[config.mk]
export PLATFORM = sky130hd
export DESIGN_NAME = univ_shift_reg
export DESIGN_NICKNAME = d
export VERILOG_FILES = /design/src/rtl/univ_shift_reg.sv
export SDC_FILE = /design/constraint.sdc
export NUM_CORES = 1
export LEC_CHECK = 0
export CORE_MARGIN = 4
export CORE_UTILIZATION = 45
export CTS_CLUSTER_SIZE = 24
export DETAILED_ROUTE_END_ITERATION = 8
export GPL_TIMING_DRIVEN = 0
export PLACE_DENSITY_LB_ADDON = 0.08
export SLEW_MARGIN = 20
export SYNTH_ARGS = -nofsm -noshare
export SYNTH_HDL_FRONTEND = slang
export SYNTH_SLANG_ARGS = --single-unit
export TNS_END_PERCENT = 20
[constraint.sdc]
create_clock -name clk -period 2.15 [get_ports clk]
set_input_delay 0.5375 -clock clk [delete_from_list [all_inputs] [get_ports clk]]
set_output_delay 0.5375 -clock clk [all_outputs]
set_load 0.01 [all_outputs]
[src/rtl/univ_shift_reg.sv]
// -----------------------------------------------------------------------------
// univ_shift_reg
//
// WIDTH-bit universal register with a burst engine. One accepted request
// applies the selected operation a number of times (cnt), one per enabled
// clock, then pulses done for a single enabled cycle.
//
// Operations (mode):
//   000 hold                 100 rotate left
//   001 parallel load (din)  101 rotate right
//   010 shift left  (sin_r)  110 arithmetic shift right
//   011 shift right (sin_l)  111 clear
//
// Ports:
//   clk        rising-edge clock
//   rst        synchronous active-high reset, highest priority
//   en         clock enable; low freezes every register (dout, state,
//              remaining count, latches and done)
//   start      operation request, sampled only in IDLE with en=1
//   mode[2:0]  operation select, latched at acceptance
//   cnt[CW-1:0] repeat count, latched at acceptance (shift/rotate only)
//   din        parallel load data, latched at acceptance
//   sin_l      serial input entering at the MSB on right shifts (live)
//   sin_r      serial input entering at the LSB on left shifts (live)
//   dout       register contents
//   sout_l     dout[WIDTH-1]
//   sout_r     dout[0]
//   busy       burst in progress
//   done       one-cycle completion pulse
//   state_dbg  current FSM state (0 = IDLE, 1 = RUN), for observation only
//
// Handshake: a request is accepted on an enabled edge where start=1 and the
// engine is IDLE (busy=0); start is ignored at any other edge and nothing is
// queued. After acceptance busy stays high for exactly the number of enabled
// cycles in which an operation is pending, and done is high for the single
// enabled cycle after the last operation, with dout already holding the
// final value. A zero-length shift/rotate request never raises busy and
// produces done on the next cycle. Because done coincides with IDLE, a new
// start in the done cycle is accepted immediately.
// -----------------------------------------------------------------------------
module univ_shift_reg #(
    parameter int                 WIDTH   = 8,
    parameter logic [WIDTH-1:0]   RST_VAL = '0,
    parameter int                 CW      = $clog2(WIDTH) + 1
) (
    input  logic             clk,
    input  logic             rst,
    input  logic             en,
    input  logic             start,
    input  logic [2:0]       mode,
    input  logic [CW-1:0]    cnt,
    input  logic [WIDTH-1:0] din,
    input  logic             sin_l,
    input  logic             sin_r,
    output logic [WIDTH-1:0] dout,
    output logic             sout_l,
    output logic             sout_r,
    output logic             busy,
    output logic             done,
    output logic             state_dbg
);

    // Mode encodings
    localparam logic [2:0] M_HOLD  = 3'b000;
    localparam logic [2:0] M_LOAD  = 3'b001;
    localparam logic [2:0] M_SHL   = 3'b010;
    localparam logic [2:0] M_SHR   = 3'b011;
    localparam logic [2:0] M_ROL   = 3'b100;
    localparam logic [2:0] M_ROR   = 3'b101;
    localparam logic [2:0] M_ASR   = 3'b110;
    localparam logic [2:0] M_CLR   = 3'b111;

    typedef enum logic {
        IDLE = 1'b0,
        RUN  = 1'b1
    } state_t;

    state_t           state;
    logic [2:0]       mode_q;   // operation captured at acceptance
    logic [WIDTH-1:0] din_q;    // load data captured at acceptance
    logic [CW-1:0]    rem;      // operations still to apply

    logic [CW-1:0]    accept_rem;
    logic [WIDTH-1:0] op_result;

    // Repeat count for a request being accepted this cycle. Hold, load and
    // clear are single-shot, so their count is forced to one; shift and
    // rotate take the requested count, which may legally be zero.
    always_comb begin
        accept_rem = cnt;
        case (mode)
            M_HOLD, M_LOAD, M_CLR: accept_rem = CW'(1);
            default:               accept_rem = cnt;
        endcase
    end

    // One application of the latched operation to the current contents.
    // Serial inputs are taken live so a stream can be fed during a burst.
    always_comb begin
        op_result = dout;
        case (mode_q)
            M_HOLD: op_result = dout;
            M_LOAD: op_result = din_q;
            M_SHL:  op_result = {dout[WIDTH-2:0], sin_r};
            M_SHR:  op_result = {sin_l, dout[WIDTH-1:1]};
            M_ROL:  op_result = {dout[WIDTH-2:0], dout[WIDTH-1]};
            M_ROR:  op_result = {dout[0], dout[WIDTH-1:1]};
            M_ASR:  op_result = {dout[WIDTH-1], dout[WIDTH-1:1]};
            M_CLR:  op_result = '0;
            default: op_result = dout;
        endcase
    end

    always_ff @(posedge clk) begin
        if (rst) begin
            // Abort any burst outright; no done pulse is produced.
            state  <= IDLE;
            mode_q <= M_HOLD;
            din_q  <= '0;
            rem    <= '0;
            dout   <= RST_VAL;
            busy   <= 1'b0;
            done   <= 1'b0;
        end else if (en) begin
            // done is a single enabled-cycle pulse unless re-asserted below.
            done <= 1'b0;
            case (state)
                IDLE: begin
                    if (start) begin
                        mode_q <= mode;
                        din_q  <= din;
                        rem    <= accept_rem;
                        // dout is left untouched at the acceptance edge.
                        if (accept_rem == '0) begin
                            done <= 1'b1;
                        end else begin
                            busy  <= 1'b1;
                            state <= RUN;
                        end
                    end
                end
                RUN: begin
                    dout <= op_result;
                    rem  <= rem - CW'(1);
                    if (rem == CW'(1)) begin
                        busy  <= 1'b0;
                        done  <= 1'b1;
                        state <= IDLE;
                    end
                end
                default: begin
                    state <= IDLE;
                    busy  <= 1'b0;
                end
            endcase
        end
    end

    assign sout_l    = dout[WIDTH-1];
    assign sout_r    = dout[0];
    assign state_dbg = state;

endmodule

-- Yosys cells after proc, flatten, opt, wreduce, memory -nomap -nowiden
Index checks and enable logic that the tools add are counted.
- bits in registers: 26
- input port bits: 21
- output and inout bits: 13
- word-level logic and storage cells: 50
- add/subtract/negate cells: 1
- equality and inequality tests: 13
- muxes and demuxes: 16
- bitwise logic cells: 3
- reductions and logical operators: 9
- operators by type and width (kind ; count):
    case mux 8 bit (7 select lines) ; 1
    == test 3 bit, second input constant ; 5
    two-way mux 1 bit ; 9
    two-way mux 4 bit ; 2
    case mux 4 bit (2 select lines) ; 1
    AND reduction 4 bit ; 2
    == test 3 x 1 -> 1 bit, second input constant ; 2
    == test 3 x 2 -> 1 bit, second input constant ; 2
    zero test 3 bit ; 2
    case mux 1 bit (2 select lines) ; 3
    AND reduction 3 bit ; 2
    == test 4 x 1 -> 1 bit, second input constant ; 1
    zero test 4 bit ; 1
    inequality test 2 bit, second input constant ; 2
    subtractor 4 x 1 -> 4 bit, second input constant ; 1
    NOT 1 bit ; 3
    OR reduction 3 bit ; 1
    inequality test 2 x 1 -> 1 bit, second input constant ; 1
    AND reduction 2 bit ; 1

-- Depth between registers and ports, before layout
Gate-level depths: netlist of run 1.
- depth after elaboration: 7
- mapped depth: 6
- gate-level depth less buffers: 6

-- Worst setup path after synthesis of run 1
OpenSTA, ideal clock, no wires.
- path kind: input port to flip-flop
- from: in mode[1]
- to: reg busy
- setup time: 0.130 ns
- data arrival time: 1.366 ns
- required time: 2.020 ns
- slack: 0.654 ns
- cell stages on the path: 4
- path buffers: 0
- cells stage by stage: and3_4 -> or3_4 -> o41ai_2 -> o21ai_1
- word-level cells in the longest chain between the ends: 6
- elaborated cells on any way between the ends: 8
- those cells by class: eq/ne (3); mux (1); reduce/logical (4)
- RTL lines (what ; RTL line ; RTL):
    from (decl) ; 50 ; input logic [2:0] mode,
    == test 3 x 1 -> 1 bit (tied with other cells) ; 91 ; case (mode)
    OR reduction 3 bit (*) ; 91 ;
    two-way mux 4 bit (*) ; 91 ;
    zero test 4 bit (*) ; 134 ; if (accept_rem == '0) begin
    inequality test 2 bit (no line) (*) ; - ;
    AND reduction 4 bit (no line) (*) ; - ;
    to (signal assigned) ; 137 ; busy <= 1'b1;
    to (signal assigned) ; 146 ; busy <= 1'b0;
    to (signal assigned) ; 153 ; busy <= 1'b0;
    to (decl) ; 58 ; output logic busy,
Mark *: on every way between the ends. The rest lies on a longest branch, timed or not.
A chain may end at the register's enable or synchronous reset.

-- Final worst setup path of run 1
- from: reg dout[7]
- to: out dout[7]
- RTL lines (what ; RTL line ; RTL):
    from (decl) ; 55 ; output logic [WIDTH-1:0] dout,
    from (signal assigned) ; 143 ; dout <= op_result;
No word-level cell between the ends.

==> results of run 1 <==
## power groups by stage
stage / clock, W / combinational, W / sequential (W)
detailed placement: 0 / 0.000192 / 0.000529
global route: 0.000366 / 0.000216 / 0.000523
finish: 0.000342 / 0.000195 / 0.000519
floorplan: 0 / 0.000115 / 0.000527
global placement: 0 / 0.000188 / 0.000528
CTS: 0.000344 / 0.000194 / 0.000519
## worst register-to-register path: cells and delay by family, from the launching register on
kind,cells,cell delay (ns)
flip-flops,1,0.46
buffers and inverters,2,0.15
adder cells (fa/ha/maj),1,0.29
AO/OA/AOI/OAI,2,0.38
## metrics by stage
| stage | hold WS [ns] | total power, W | cells |
|---|---|---|---|
| finish | 0.464 | 0.00106 | 242 |
| global route | 0.491 | 0.00110 | 242 |
| CTS | 0.464 | 0.00106 | 242 |
| detailed placement | 0.445 | 0.000722 | 238 |
| global placement | 0.439 | 0.000716 | 238 |
| floorplan | 0.433 | 0.000642 | 175 |
## synthesized netlist by cell type, drive strengths merged, types with 3 or more instances
master and count:
mux2 6, o21ai 19, buf 11, inv 6, nor2 10, a31oi 3, a21oi 15, a221oi 8
nor3 3, nand2 35, nand2b 3, nand3 3, dfxtp 26
## worst min-delay path by stage
stage,start,endpoint,slack [ns],depth (start not counted)
global placement,busy,busy,0.44,2
CTS,din_q[6],din_q[6],0.46,2
floorplan,din_q[0],din_q[0],0.43,2
global route,busy,busy,0.49,2
detailed placement,din_q[6],din_q[6],0.45,2
finish,din_q[6],din_q[6],0.46,2
## cell families after synthesis
group,Yosys count,synth area share [%]
compound gates,54,24.5
mux,7,5.86
buf+inv,19,7.30
xor+xnor,1,0.631
flops,26,37.5
fa+ha+maj,2,1.80
simple gates,66,22.4
## flip-flops by register name (all words and copies together), names as in the netlist
name,cells
rem,4
state_dbg,1
done,1
dout,8
busy,1
din_q,8
mode_q,3
## layout by cell type, fill, tap and decap left out, types with 2 or more instances in the layout
cell type        netlist  layout
a21oi_1               15      15
a221oi_1               8       8
a31oi_1                3       3
buf_2                  6       6
buf_4                  2       2
buf_6                  2       2
clkbuf_1               2       2
clkbuf_4               0       3
clkdlybuf4s50_1        0      32
dfxtp_1               26      26
ha_1                   2       2
inv_1                  6       6
mux2_2                 5       5
nand2_1               34      34
nand2b_1               3       3
nand3_1                3       3
nand3b_1               2       2
nor2_1                10      10
nor2b_1                2       2
nor3_1                 3       3
o21ai_0               10      10
o21ai_1                9       9
## cell type report
type / count / area, um^2
clock buffers: 3 / 22.5
inverters: 6 / 22.5
fillers: 269 / 1050
clock inverters: 1 / 30.0
well taps: 31 / 38.8
plain buffers: 13 / 78.8
flip-flops and latches: 26 / 520
repair buffers: 32 / 320
multi-input cells: 130 / 767
## routing by layer
metal / up-vias / global-route usage [%] / part of all wire (%)
met4: 0 / 5.39 / 0.51
met5: - / 0 / 0
met3: 2 / 3.02 / 5.4
met2: 43 / 25.9 / 44
met1: 611 / 24.5 / 50
li1: 692 / - / -
==> out/results.ini, run 1 <==
[power]
power_switching_share_pct = 25.6
p_switching_w = 0.000270
power_density_nw_per_um2 = 587
power.internal_w = 0.000786
power_frac_comb_pct = 18.5
vdd_drop_max_v = 0.000326
power_leakage_nw = 0.680
power.share.clock_pct = 32.4
power_frac_seq_pct = 49.1

[cts]
cts_setup_buffers = 0
cts.clk_slew.worst_paths_ns = 0.15
clock_path_buffers = 2
cts_hold_buf = 0
cts_resized = 0
clkLatencyLatePin_ns = 0.32
numClockSinks = 26
cts_buffers = 3
cts_root_buffer = clkbuf_4
cts_tree = built
h-tree-depth = 1

[layout]
antenna_cells = 0
utilization_pct = 63.1
fin_nets = 235
fin_area_um2 = 1800
syn2layout_area_growth_pct = 29.6
drive_above_1_share_pct = 11.4

[synthesis]
synth_cell_types = 42
syn_nets = 198
yosys_most_used_dff = dfxtp_1
synth_edf_count = 0
ys.warnings.count = 0
synth.top_cell.area_share_pct = 37.5
ys_top_cells_by_area = dfxtp_1, nand2_1, a21oi_1
yosys_register_bits = 26
syn_inst = 175
synth_area_um2 = 1390
synth_top_area_cell = dfxtp_1
avgSynthCellArea_um2 = 7.94
synthArstFlopShare_pct = 0
ys_seq_area_share_pct = 37.5

[floorplanning]
die_area_um2 = 4040
io-pin-count = 34
die_x_um = 63.6
std_cell_rows = 19
die_h_um = 63.6
start_util_pct = 48.7
design.core.area_um2 = 2850

[sta]
max_freq_ghz = 0.501
slew_headroom_pct = 62.4
fin_ws_ns = 0.156
hold_violations = 0
setup_tns_ns = 0
rsz0062_at_grt = no
period_share_pct = 92.7
maxSlewViolCount = 0
setup_violations = 0
worst_pin_slew_ns = 0.558
min_period_ns = 1.99
fin_skew_ns = 0.00403

[setup_path]
reg2reg_slack_ns = 0.74
cp.arrival_ns = 1.46
slowest_stage = clkdlybuf4s50_1
slowest_delay_ns = 0.52
worstSetupStartpoint = dout[7]
rr_startpoint = rem[0]
path_cells = buf_4 > clkdlybuf4s50_1
endpoint = dout[7]
cp_max_fo = 6
worst-path-buf-inv = 2
crit_cells = 2
setup.worst_path.class = reg -> out
reg2reg_to = rem[1]
rr_worst_depth = 5
crit_path_start_kind = flop
crit_family = buffers and inverters
worstPathRequired_ns = 1.61
end_kind = primary output

[place]
hpwl_um = 2490
dp_worst_setup_slack_ns = 0.00628
portBuffers = 32
gp_congestion = 0.854
postPlaceCellArea_um2 = 1750

[routing]
first_pass_iters = 4
wirelength_um = 3350
drt_iter0_drc = 77
ant_nets = 0
drc = 0
routed-via-count = 1348
viasPerCell = 5.57
wl_per_cell_um = 13.8

[job]
maxCapViolCount = 0

[grt]
grt_pass1_vias = 1242
grt.overflow.total = 0
track_usage_pct = 17.1
antenna_found_initial = 0
grt_start_max_net_pins = 16
grt_pass1_wl_um = 5740

[hold_path]
worstHoldPathType = reg -> reg

[outcome]
outcome = completed

Power figures use the tool's default switching activity.
==> inputs of run 2 (changes only) <==
CAP_MARGIN = 20   (was unset)
==> results of run 2 <==
No change in the layout: final DEF, timing and power equal those of run 1.
==> inputs of run 3 (changes only) <==
SKIP_CTS_REPAIR_TIMING = 1   (was unset)
==> results of run 3 <==
No change in the layout: final DEF, timing and power equal those of run 1.
